--- src/rtl/cam_pkg.sv ---
// cam_pkg: shared state encoding, RGB565 field layout and frame geometry
// for the OV7670 capture path and the frame-buffer RAM that it fills.
package cam_pkg;

  // Default frame geometry; the frame-buffer RAM is sized from these too.
  localparam int CAM_H_ACTIVE = 160;
  localparam int CAM_V_ACTIVE = 120;

  // Capture FSM states.
  typedef enum logic [1:0] {
    ST_IDLE    = 2'd0,
    ST_WAIT_VS = 2'd1,
    ST_CAPTURE = 2'd2,
    ST_DONE    = 2'd3
  } cam_state_t;

  // RGB565 field offsets inside the assembled {first byte, second byte} word.
  localparam int RGB565_R_LSB = 11;
  localparam int RGB565_G_LSB = 5;
  localparam int RGB565_B_LSB = 0;

  // Index of each sensor control line in the synchroniser bank.
  localparam int CTL_PCLK  = 0;
  localparam int CTL_HREF  = 1;
  localparam int CTL_VSYNC = 2;
  localparam int CTL_NUM   = 3;

  // Reduce an RGB565 word to RGB332 (top bits of each channel), zero-extended.
  function automatic logic [15:0] rgb565_to_332(input logic [15:0] w);
    return {8'h00, w[RGB565_R_LSB+2 +: 3], w[RGB565_G_LSB+3 +: 3], w[RGB565_B_LSB+3 +: 2]};
  endfunction

endpackage

--- src/rtl/cam_sync_edge.sv ---
// cam_sync_edge: STAGES-deep synchroniser for one asynchronous sensor line,
// plus one extra delay flop so rise/fall strobes line up with the synced level.
module cam_sync_edge #(
  parameter int STAGES = 2
) (
  input  logic clk,
  input  logic rst,
  input  logic d,
  output logic q,
  output logic rise,
  output logic fall
);

  logic [STAGES-1:0] sync;
  logic              dly;

  // Shift the raw input through the chain; dly remembers the previous synced level.
  always_ff @(posedge clk) begin
    if (rst) begin
      sync <= '0;
      dly  <= 1'b0;
    end else begin
      sync <= {sync[STAGES-2:0], d};
      dly  <= sync[STAGES-1];
    end
  end

  assign q    = sync[STAGES-1];
  assign rise = q & ~dly;
  assign fall = ~q & dly;

endmodule

--- src/rtl/cam_pixel_capture.sv ---
// cam_pixel_capture: captures one OV7670 RGB565 frame into the frame-buffer RAM.
// Sensor pins are oversampled in the clk domain, byte pairs are assembled into
// pixels and written linearly (line*H_ACTIVE + column). Software arms with start
// and polls busy/done/frame_err.
// Build option: define CAM_RGB332_EN to write RGB332 (zero-extended) instead of RGB565.
module cam_pixel_capture
  import cam_pkg::*;
#(
  parameter int H_ACTIVE    = CAM_H_ACTIVE,
  parameter int V_ACTIVE    = CAM_V_ACTIVE,
  parameter int ADDR_W      = 15,
  parameter int SYNC_STAGES = 2
) (
  input  logic              clk,
  input  logic              rst,
  input  logic              start,
  input  logic              cam_vsync,
  input  logic              cam_href,
  input  logic              cam_pclk,
  input  logic [7:0]        cam_data,
  output logic              wr_en,
  output logic [ADDR_W-1:0] wr_addr,
  output logic [15:0]       wr_data,
  output logic              busy,
  output logic              done,
  output logic              frame_err
);

  // col must reach H_ACTIVE+1 so an over-long line is distinguishable from a full one.
  localparam int COL_W  = $clog2(H_ACTIVE + 2);
  localparam int LINE_W = $clog2(V_ACTIVE + 1);
  localparam logic [COL_W-1:0]  COL_FULL  = COL_W'(H_ACTIVE);
  localparam logic [COL_W-1:0]  COL_SAT   = COL_W'(H_ACTIVE + 1);
  localparam logic [LINE_W-1:0] LINE_FULL = LINE_W'(V_ACTIVE);

  // ---------------------------------------------------------------------------
  // Input synchronisation
  // ---------------------------------------------------------------------------
  logic [CTL_NUM-1:0] ctl_raw, ctl_lvl, ctl_rise, ctl_fall;

  assign ctl_raw[CTL_PCLK]  = cam_pclk;
  assign ctl_raw[CTL_HREF]  = cam_href;
  assign ctl_raw[CTL_VSYNC] = cam_vsync;

  for (genvar g = 0; g < CTL_NUM; g++) begin : g_sync
    cam_sync_edge #(.STAGES(SYNC_STAGES)) u_sync (
      .clk  (clk),
      .rst  (rst),
      .d    (ctl_raw[g]),
      .q    (ctl_lvl[g]),
      .rise (ctl_rise[g]),
      .fall (ctl_fall[g])
    );
  end

  logic pclk_rise, href_lvl, href_fall, vs_rise, vs_fall;
  assign pclk_rise = ctl_rise[CTL_PCLK];
  assign href_lvl  = ctl_lvl[CTL_HREF];
  assign href_fall = ctl_fall[CTL_HREF];
  assign vs_rise   = ctl_rise[CTL_VSYNC];
  assign vs_fall   = ctl_fall[CTL_VSYNC];

  // Strobes the capture logic has no use for.
  logic unused_ctl;
  assign unused_ctl = ^{ctl_lvl[CTL_PCLK], ctl_fall[CTL_PCLK],
                        ctl_rise[CTL_HREF], ctl_lvl[CTL_VSYNC]};

  // Data takes the same number of flops as the control lines so the byte
  // seen with pclk_rise is the one the sensor presented on that PCLK edge.
  logic [SYNC_STAGES-1:0][7:0] data_pipe;
  logic [7:0]                  byte_s;

  // Plain delay line for the sensor data bus.
  always_ff @(posedge clk) begin
    if (rst) data_pipe <= '0;
    else     data_pipe <= {data_pipe[SYNC_STAGES-2:0], cam_data};
  end

  assign byte_s = data_pipe[SYNC_STAGES-1];

  // ---------------------------------------------------------------------------
  // Capture state
  // ---------------------------------------------------------------------------
  cam_state_t        state;
  logic [COL_W-1:0]  col;
  logic [LINE_W-1:0] line;
  logic [ADDR_W-1:0] addr;
  logic              toggle;
  logic [7:0]        hi;

  logic [15:0]       pix_word;
  logic [15:0]       pix_out;
  logic [LINE_W-1:0] line_after;

  assign pix_word = {hi, byte_s};

`ifdef CAM_RGB332_EN
  assign pix_out = rgb565_to_332(pix_word);
`else
  assign pix_out = pix_word;
`endif

  // Line count after this cycle's href fall, so a coincident vsync rise judges
  // the frame with the closing line already counted.
  always_comb begin
    line_after = line;
    if (href_fall && (line != LINE_FULL)) line_after = line + LINE_W'(1);
  end

  // Capture FSM with registered strobes and pixel outputs.
  always_ff @(posedge clk) begin
    if (rst) begin
      state     <= ST_IDLE;
      col       <= '0;
      line      <= '0;
      addr      <= '0;
      toggle    <= 1'b0;
      hi        <= '0;
      wr_en     <= 1'b0;
      wr_addr   <= '0;
      wr_data   <= '0;
      busy      <= 1'b0;
      done      <= 1'b0;
      frame_err <= 1'b0;
    end else begin
      wr_en <= 1'b0;
      done  <= 1'b0;
      case (state)
        ST_IDLE: begin
          if (start) begin
            state     <= ST_WAIT_VS;
            busy      <= 1'b1;
            col       <= '0;
            line      <= '0;
            addr      <= '0;
            toggle    <= 1'b0;
            frame_err <= 1'b0;
          end
        end

        // Only a fresh vsync fall starts capture; a frame already underway is skipped.
        ST_WAIT_VS: begin
          if (vs_fall) state <= ST_CAPTURE;
        end

        ST_CAPTURE: begin
          if (pclk_rise && href_lvl) begin
            if (!toggle) begin
              hi     <= byte_s;
              toggle <= 1'b1;
            end else begin
              toggle <= 1'b0;
              // Excess pixels and lines are dropped so addr never runs past the frame.
              if ((col < COL_FULL) && (line < LINE_FULL)) begin
                wr_en   <= 1'b1;
                wr_addr <= addr;
                wr_data <= pix_out;
                addr    <= addr + ADDR_W'(1);
              end
              if (col != COL_SAT) col <= col + COL_W'(1);
            end
          end

          // End of line: a dangling byte or wrong pixel count marks the frame bad.
          if (href_fall) begin
            if (toggle || (col != COL_FULL)) frame_err <= 1'b1;
            toggle <= 1'b0;
            col    <= '0;
            line   <= line_after;
          end

          if (vs_rise) begin
            state <= ST_DONE;
            busy  <= 1'b0;
            done  <= 1'b1;
            if (line_after != LINE_FULL) frame_err <= 1'b1;
          end
        end

        // done was raised on entry; this cycle just returns to IDLE.
        ST_DONE: begin
          state <= ST_IDLE;
        end

        default: state <= ST_IDLE;
      endcase
    end
  end

endmodule
--- config.mk ---
export PLATFORM = sky130hd
export DESIGN_NAME = cam_pixel_capture
export DESIGN_NICKNAME = d
export VERILOG_FILES = /design/src/rtl/cam_pkg.sv /design/src/rtl/cam_sync_edge.sv /design/src/rtl/cam_pixel_capture.sv
export SDC_FILE = /design/constraint.sdc
export NUM_CORES = 1
export LEC_CHECK = 0
export CORE_AREA = 2 2 104 106
export CTS_CLUSTER_SIZE = 40
export DETAILED_ROUTE_END_ITERATION = 16
export DIE_AREA = 0 0 106 108
export PLACE_DENSITY = 0.56
export SYNTH_ARGS = -nofsm -noshare
export SYNTH_HDL_FRONTEND = slang
export SYNTH_SLANG_ARGS = --single-unit
--- constraint.sdc ---
create_clock -name clk -period 2.39 [get_ports clk]
set_clock_uncertainty 0.2 [all_clocks]
set_input_delay 0.239 -clock clk [delete_from_list [all_inputs] [get_ports clk]]
set_output_delay 0.239 -clock clk [all_outputs]
set_load 0.01 [all_outputs]
==> results of run 1 <==
-- layer usage --
layer	vias up	wire, um	part of all wire, %
li1	1703	-	-
met1	1555	4430	50
met2	43	4030	46
met3	11	237	2.7
met4	0	130	1.5
met5	-	0	0
-- metrics by stage --
step                setup WS [ns]  hold slack, ns  instances  total power, mW
floorplan                   0.417           0.167        467             2.12
global placement            0.138           0.219        642             2.27
detailed placement         0.0765           0.220        642             2.29
CTS                         0.104          0.0172        658             3.34
global route              0.00104          0.0432        659             3.46
finish                      0.203          0.0420        659             3.29
-- timing repair --
item	CTS	global route
setup endpoints to repair	0	2
setup buffers	0	1
resized for setup	0	2
-- placed cells by master (no fill, tap or decap), types with 9 or more instances in the layout --
cell,count
nand4_1,14
o21ai_0,15
dfxtp_1,101
nor2_1,45
mux2i_1,11
inv_1,12
clkbuf_8,9
nand2_1,76
clkdlybuf4s50_1,47
ha_1,9
nand3_1,9
a21oi_1,46
buf_4,15
nor2b_1,27
xnor2_1,12
-- worst min-delay path, cell delays in order --
cell and delay (ns):
buf_2 0.10, nand2b_1 0.17, nor2_1 0.06
-- sequential cells by signal (all words and copies together), names as in the netlist --
name                count
addr                   15
busy                    1
byte_s                  8
col                     8
data_pipe               8
done                    1
frame_err               1
g_sync.u_sync.dly       3
g_sync.u_sync.sync      6
hi                      8
line                    7
state                   2
toggle                  1
wr_addr                15
wr_data                16
wr_en                   1
-- area by class of cell --
cell class                      count  share of cell area (%)
Clock buffer                        9                    2.50
Clock inverter                      7                    1.31
Inverter                           12                   0.907
Multi-Input combinational cell    331                    39.3
Sequential cell                   101                    40.7
Tap cell                          136                    3.43
Timing Repair Buffer               63                    11.8
-- worst paths after layout --
kind,end,cells past startpoint
hold / removal,done$_SDFF_PP0_,3
setup reg to reg,addr[11]$_SDFFE_PP0P_,6
hold reg to reg,byte_s[6]$_SDFF_PP0_,1
setup / recovery,addr[11]$_SDFFE_PP0P_,6
-- logic make-up (layout without fill, tap and decap cells) --
kind of cell | after synthesis | in the layout | share of synthesized area (%)
fa+ha+maj | 9 | 9 | 2.74
mux | 13 | 13 | 3.22
buf+inv | 35 | 91 | 3.89
simple gates | 211 | 211 | 25.4
xor+xnor | 16 | 16 | 3.40
flops | 101 | 101 | 49.1
compound gates | 82 | 82 | 12.2
-- power by group through the flow --
stage	registers, mW	clock network [mW]	logic, mW
2_1_floorplan	1.78	0	0.342
3_3_place_gp	1.78	0	0.492
3_5_place_dp	1.78	0	0.504
4_1_cts	1.75	1.09	0.504
5_1_grt	1.75	1.15	0.561
6_report	1.74	1.04	0.506
==> results.tsv, run 1 <==
metric	value	unit
H-tree depth	3	
total track usage	16.1	%
Ant. Diodes	0	
Clock Tree Root	clkbuf_8	
total of max-cap violations	0	
placed cell areas	4750	um^2
Post-Syn Nets	490	
vias in the first global route	3063	
share of the synthesized area in the top cell type	49.1	%
Hold-fix buffers, CTS	0	
Worst path slowest cell	mux2i_1	
ranking of synthesized cells by area	dfxtp_1 49%, nand2_1 6.9%, a21oi_1 5.6%	
CP max stage delay	0.75	ns
Starting DRT DRC Count	163	
WP data required	2.43	ns
Power Internal	2.32	mW
most frequent cell after synthesis	dfxtp_1	
R2R Setup Slk	0.20	ns
RSZ-0062 raised after global routing	false	
area of the multi-input gates	1950	um^2
first-pass GRT wire length	14.8	mm
Tmin final	2.19	ns
clock slew at reported path FFs	0.10	ns
initial antenna violation count	0	
die footprint	11400	um^2
final hold vios	0	
Post-synth top cells	101 x dfxtp_1, 76 x nand2_1, 46 x a21oi_1, 46 x nor2_1, 27 x nor2b_1	
min-delay src	rst	
CP Data Arrival Time	2.23	ns
Ports	49	
slew margin rel.	42.0	%
final setup fails	0	
Core Footprint	10200	um^2
Initial Utilization	40.2	%
clk_lat worst skew	0.36	ns
Yosys warnings	0	
Max VDD drop	0.339	mV
DR pass1 iterations	4	
DP HPWL	6.29	mm
asr flop ratio synth	0	%
Slew Limit Fails	0	
largest net degree at the start of global routing	40	
crit start category	register	
sequential power share	53.0	%
met3 Resource Use GR	2.47	%
Worst-Margin Slew	0.846	ns
Storage cell area	2020	um^2
PortBufs	48	
GR Layer Usage met2	25.9	%
Area Growth Syn to Fin	20.6	%
CTS Buffer Depth	2	
family with the most delay on the worst path	multiplexers	
Cell Pwr Density	663	nW/um^2
CTS Buf Count	9	
die extent in y	108	um
GRT Max-Usage Layer	met2	
synthesized area	4120	um^2
Synth Instances	467	
Comb pwr share	15.4	%
WL per Instance	13.4	um
Crit. End Element	register	
flops & latches, synth	101	
Net Switching	0.970	mW
DIE WIDTH	106	um
post-route ant nets	0	
Worst Path Buf+Inv	1	
Sw Ratio	29.5	%
Hold Path Class	in2reg	
Net count, final	541	
CP max FO	10	
post-synth top area cell	dfxtp_1	
Worst Setup SP	state[0]$_SDFFE_PP0P_	
Clock Sinks	101	
syn_area_per_cell	8.81	um^2
FMAX	457	MHz
library cells used by synthesis	55	
Final Util	48.5	%
CTS tree	built	
CP Class	reg2reg	
r2r startpoint	state[0]$_SDFFE_PP0P_	
met1 Usage GRT	21.9	%
Final GP Congestion	0.822	
fill count	1007	
Pleak	1.67	nW
detailed-route DRC error count	0	
register area share after synthesis	49.1	%
final worst-path cycle share	91.5	%
cell area after layout	4960	um^2
share of cells above drive strength 1	8.80	%
Total Wirelength	8.83	mm
Post-synth EDFFs	0	
status	finished, final reports clean	
Via-to-Cell Ratio	5.03	
worst path cell trace	inv_1, ha_1, mux2i_1, nor4_1, xnor2_1, nor2_1	
Setup TNS Final	0	ns
num rows	37	
ys flop type	dfxtp_1	
clock power share	31.6	%
via count	3312	
grt total ovfl	0	
No activity file was read; power rests on OpenSTA's default activity.
==> run 2: changes to the inputs <==
--- a/config.mk
+++ b/config.mk
@@ -9,6 +9,7 @@
 export CTS_CLUSTER_SIZE = 40
 export DETAILED_ROUTE_END_ITERATION = 16
 export DIE_AREA = 0 0 106 108
+export HOLD_SLACK_MARGIN = 0.12
 export PLACE_DENSITY = 0.56
 export SYNTH_ARGS = -nofsm -noshare
 export SYNTH_HDL_FRONTEND = slang
==> results.tsv, run 2 (same netlist as run 1, synthesis figures left out) <==
metric	value	unit
final hold vios	0	
Largest regs	wr_data: 16 flops, addr: 15 flops, wr_addr: 15 flops	
first-pass GRT wire length	14.8	mm
die footprint	11400	um^2
CP max FO	10	
clk_lat worst skew	0.36	ns
DP HPWL	6.29	mm
family with the most delay on the worst path	multiplexers	
clock slew at reported path FFs	0.11	ns
H-tree depth	3	
Power Total	3.30	mW
Initial Utilization	40.2	%
via count	3311	
sequential power share	52.9	%
Area Growth Syn to Fin	20.8	%
placed insts	642	
DR pass1 iterations	4	
Total Wirelength	8.84	mm
Net count, final	542	
FMAX	457	MHz
Core Footprint	10200	um^2
most frequent cells in the layout	101 x dfxtp_1, 76 x nand2_1, 47 x clkdlybuf4s50_1, 46 x a21oi_1, 45 x nor2_1	
CP Data Arrival Time	2.24	ns
Hold Path Class	in2reg	
Final Util	48.6	%
worst path cell trace	inv_1, ha_1, mux2i_1, nor4_1, xnor2_1, nor2_1	
Clock Sinks	101	
die extent in y	108	um
final worst-path cycle share	91.7	%
CTS Buffer Depth	2	
met1 wire length	4.46	mm
hold depth	2	
placed cell areas	4750	um^2
WL per Instance	13.4	um
R2R Setup Slk	0.20	ns
Worst Path Buf+Inv	1	
total of max-cap violations	0	
Comb pwr share	15.5	%
Power Internal	2.32	mW
Pleak	1.68	nW
slew margin rel.	42.2	%
CTS Buf Count	9	
final std cells w/o fill	660	
WP data required	2.43	ns
RSZ-0062 raised after global routing	false	
fill count	1006	
Via-to-Cell Ratio	5.02	
CP Class	reg2reg	
Worst path slowest cell	mux2i_1	
min-delay src	cam_data[1]	
Worst Setup SP	state[0]$_SDFFE_PP0P_	
Cell Pwr Density	663	nW/um^2
total track usage	16.1	%
Net Switching	0.973	mW
cell area after layout	4970	um^2
PnR worst setup slack	0.199	ns
Crit. End Element	register	
commonest non-fill, non-tap cell in the layout	dfxtp_1	
Sw Ratio	29.5	%
Starting DRT DRC Count	140	
Setup TNS Final	0	ns
worst slack, placed	0.0765	ns
Met3 Wirelength	236	um
grt total ovfl	0	
largest net degree at the start of global routing	40	
CTS tree	built	
Final GP Congestion	0.822	
PortBufs	48	
Ports	49	
initial antenna violation count	0	
num rows	37	
Worst Reg-to-Reg Cells	6	
Hold EP	data_pipe[1]$_SDFF_PP0_	
DIE WIDTH	106	um
Slew Limit Fails	0	
vias in the first global route	3066	
Tmin final	2.19	ns
clock power share	31.6	%
CP Depth	6	
share of cells above drive strength 1	8.78	%
CP max stage delay	0.75	ns
final worst hold slack	0.214	ns
Clock Tree Root	clkbuf_8	
status	finished, final reports clean	
post-route ant nets	0	
Worst-Margin Slew	0.843	ns
met2 WL post-DR	4.02	mm
flip-flop count of the largest register after layout	16	
Biggest register	wr_data	
r2r startpoint	state[0]$_SDFFE_PP0P_	
Ant. Diodes	0	
detailed-route DRC error count	0	
Worst R2R End	addr[11]$_SDFFE_PP0P_	
highest routed layer	met4	
final setup fails	0	
Max VDD drop	0.339	mV
crit start category	register	
==> run 2: final cells by class <==
type,count,area [um^2],share of cell area [%]
clock buffers,9,124,2.49
clock inverters,7,65.1,1.31
inverters,12,45.0,0.906
multi-input cells,331,1950,39.2
flip-flops and latches,101,2020,40.7
well taps,136,170,3.42
repair buffers,64,598,12.0
==> run 2: worst max-delay path by stage <==
stage and endpoint:
2_1_floorplan addr[10]$_SDFFE_PP0P_, 3_3_place_gp addr[10]$_SDFFE_PP0P_, 3_5_place_dp addr[12]$_SDFFE_PP0P_, 4_1_cts addr[10]$_SDFFE_PP0P_, 5_1_grt line[2]$_SDFFE_PP0P_, 6_report addr[11]$_SDFFE_PP0P_
==> run 2: per-layer routing <==
metal	up-vias	GRT usage [%]
met5	-	0
met4	0	6.39
met3	11	2.47
met2	46	25.9
met1	1548	21.9
li1	1706	-
==> run 2: power groups by stage <==
stage | logic [mW] | registers, mW | clock network (mW)
4_1_cts | 0.505 | 1.75 | 1.09
3_3_place_gp | 0.492 | 1.78 | 0
3_5_place_dp | 0.504 | 1.78 | 0
6_report | 0.509 | 1.74 | 1.04
2_1_floorplan | 0.342 | 1.78 | 0
5_1_grt | 0.563 | 1.75 | 1.15
==> run 2: worst register-to-register path, stage by stage (launching register included) <==
cell and delay (ns):
dfxtp_1 0.33, inv_1 0.09, ha_1 0.30, mux2i_1 0.75, nor4_1 0.18, xnor2_1 0.19, nor2_1 0.05
==> run 2: timing repair <==
item,CTS,global route
hold buffers,1,0
endpoints found under the setup margin,0,2
resized for setup,0,2
setup buffers,0,1
endpoints found under the hold margin,1,0
==> run 3: changes to the inputs <==
--- a/config.mk
+++ b/config.mk
@@ -5,12 +5,12 @@
 export SDC_FILE = /design/constraint.sdc
 export NUM_CORES = 1
 export LEC_CHECK = 0
-export CORE_AREA = 2 2 104 106
+export CORE_AREA = 2 2 105 107
 export CTS_CLUSTER_SIZE = 40
 export DETAILED_ROUTE_END_ITERATION = 16
-export DIE_AREA = 0 0 106 108
+export DIE_AREA = 0 0 107 109
 export HOLD_SLACK_MARGIN = 0.12
-export PLACE_DENSITY = 0.56
+export PLACE_DENSITY_LB_ADDON = 0.1
 export SYNTH_ARGS = -nofsm -noshare
 export SYNTH_HDL_FRONTEND = slang
 export SYNTH_SLANG_ARGS = --single-unit
==> results.tsv, run 3 (same netlist as run 1, synthesis figures left out) <==
metric	value	unit
status	finished, final reports clean	
initial antenna violation count	0	
DIE WIDTH	107	um
Worst Path Buf+Inv	2	
hold depth	2	
Largest regs	wr_data: 16 flops, addr: 15 flops, wr_addr: 15 flops	
CP Data Arrival Time	2.24	ns
Hold EP	data_pipe[2]$_SDFF_PP0_	
Clock Sinks	101	
PnR worst setup slack	0.209	ns
area of the multi-input gates	1950	um^2
Core Footprint	10600	um^2
Worst path slowest cell	nor4_1	
Net count, final	549	
Tmin final	2.18	ns
PortBufs	48	
vias in the first global route	3126	
cell area after layout	5030	um^2
clk_lat worst skew	0.37	ns
fill count	1049	
Hold Path Class	in2reg	
DP HPWL	6.22	mm
FMAX	458	MHz
H-tree depth	3	
Slew Limit Fails	0	
WP data required	2.44	ns
die extent in y	109	um
placed insts	654	
Area Growth Syn to Fin	22.2	%
commonest non-fill, non-tap cell in the layout	dfxtp_1	
Comb pwr share	16.1	%
DR pass1 iterations	4	
die footprint	11700	um^2
slew margin rel.	67.2	%
min-delay src	cam_data[2]	
final std cells w/o fill	671	
Worst-Margin Slew	0.492	ns
share of cells above drive strength 1	9.79	%
largest net degree at the start of global routing	47	
final worst hold slack	0.205	ns
Starting DRT DRC Count	104	
Final GP Congestion	0.801	
worst slack, placed	0.189	ns
most frequent cells in the layout	101 x dfxtp_1, 76 x nand2_1, 47 x clkdlybuf4s50_1, 46 x a21oi_1, 45 x nor2_1	
Setup TNS Final	0	ns
Sw Ratio	29.6	%
Initial Utilization	38.8	%
Pleak	1.71	nW
RSZ-0062 raised after global routing	false	
num rows	38	
first-pass GRT wire length	14.8	mm
R2R Setup Slk	0.21	ns
placed cell areas	4820	um^2
Ports	49	
final setup fails	0	
final worst-path cycle share	91.3	%
Cell Pwr Density	663	nW/um^2
Ant. Diodes	0	
CTS Buf Count	9	
Biggest register	wr_data	
grt total ovfl	0	
flip-flop count of the largest register after layout	16	
family with the most delay on the worst path	simple AND/OR/NAND/NOR gates	
worst path cell trace	inv_1, ha_1, buf_4, mux2_2, nand4_1, nor4_1, xnor2_1, nor2_1	
Final Util	47.5	%
Total Wirelength	8.75	mm
CP max FO	8	
clock slew at reported path FFs	0.11	ns
buffer count from post-CTS setup fixing	0	
Crit. End Element	register	
CTS Buffer Depth	2	
Worst R2R End	addr[12]$_SDFFE_PP0P_	
Max VDD drop	0.273	mV
total of max-cap violations	0	
Power Internal	2.35	mW
sequential power share	52.2	%
WL per Instance	13.0	um
post-route ant nets	0	
Power Total	3.34	mW
CP Depth	8	
Net Switching	0.988	mW
Via-to-Cell Ratio	4.96	
crit start category	register	
CP Class	reg2reg	
detailed-route DRC error count	0	
via count	3328	
Worst Reg-to-Reg Cells	8	
CTS tree	built	
Storage cell area	2020	um^2
final hold vios	0	
CP max stage delay	0.41	ns
r2r startpoint	state[0]$_SDFFE_PP0P_	
Clock Tree Root	clkbuf_8	
clock power share	31.6	%
total track usage	15.9	%
## run 3: changes by cell type in the layout (fill, tap and decap cells not counted), sizes merged
cell,previous run,this run
buf,16,23
## run 3: final cells by class
type,instances,area share [%]
sequential,101,40.2
clock inverter,7,1.34
timing repair buffer,71,12.9
tap,140,3.48
multi-input combinational,331,38.7
inverter,12,0.895
clock buffer,9,2.46
## run 3: worst max path at each step
stage                                startpoint                  endpoint  slack (ns)
after detailed placement                  start     addr[10]$_SDFFE_PP0P_        0.19
after global routing      state[0]$_SDFFE_PP0P_     addr[12]$_SDFFE_PP0P_       0.003
after CTS                 state[0]$_SDFFE_PP0P_  wr_data[15]$_SDFFE_PP0P_        0.17
after floorplan           state[0]$_SDFFE_PP0P_     addr[10]$_SDFFE_PP0P_        0.42
after global placement                    start     addr[10]$_SDFFE_PP0P_        0.22
final                     state[0]$_SDFFE_PP0P_     addr[12]$_SDFFE_PP0P_        0.21
## run 3: layer usage
metal	routed length (um)	track usage (%)	vias up
met5	0	0	-
met4	137	6.12	0
met3	211	2.45	11
met2	3960	26.0	42
met1	4440	21.2	1554
li1	-	-	1721
## run 3: what timing repair did
item / 4_1_cts / 5_1_grt
endpoints found under the hold margin: 1 / 0
hold buffers: 1 / 0
resized for setup: 0 / 2
setup endpoints to repair: 0 / 2
## run 3: power by group through the flow
stage	clock network, mW	registers (mW)	logic (mW)
2_1_floorplan	0	1.78	0.342
3_3_place_gp	0	1.78	0.532
3_5_place_dp	0	1.78	0.535
4_1_cts	1.09	1.74	0.538
5_1_grt	1.16	1.75	0.599
6_report	1.05	1.74	0.539
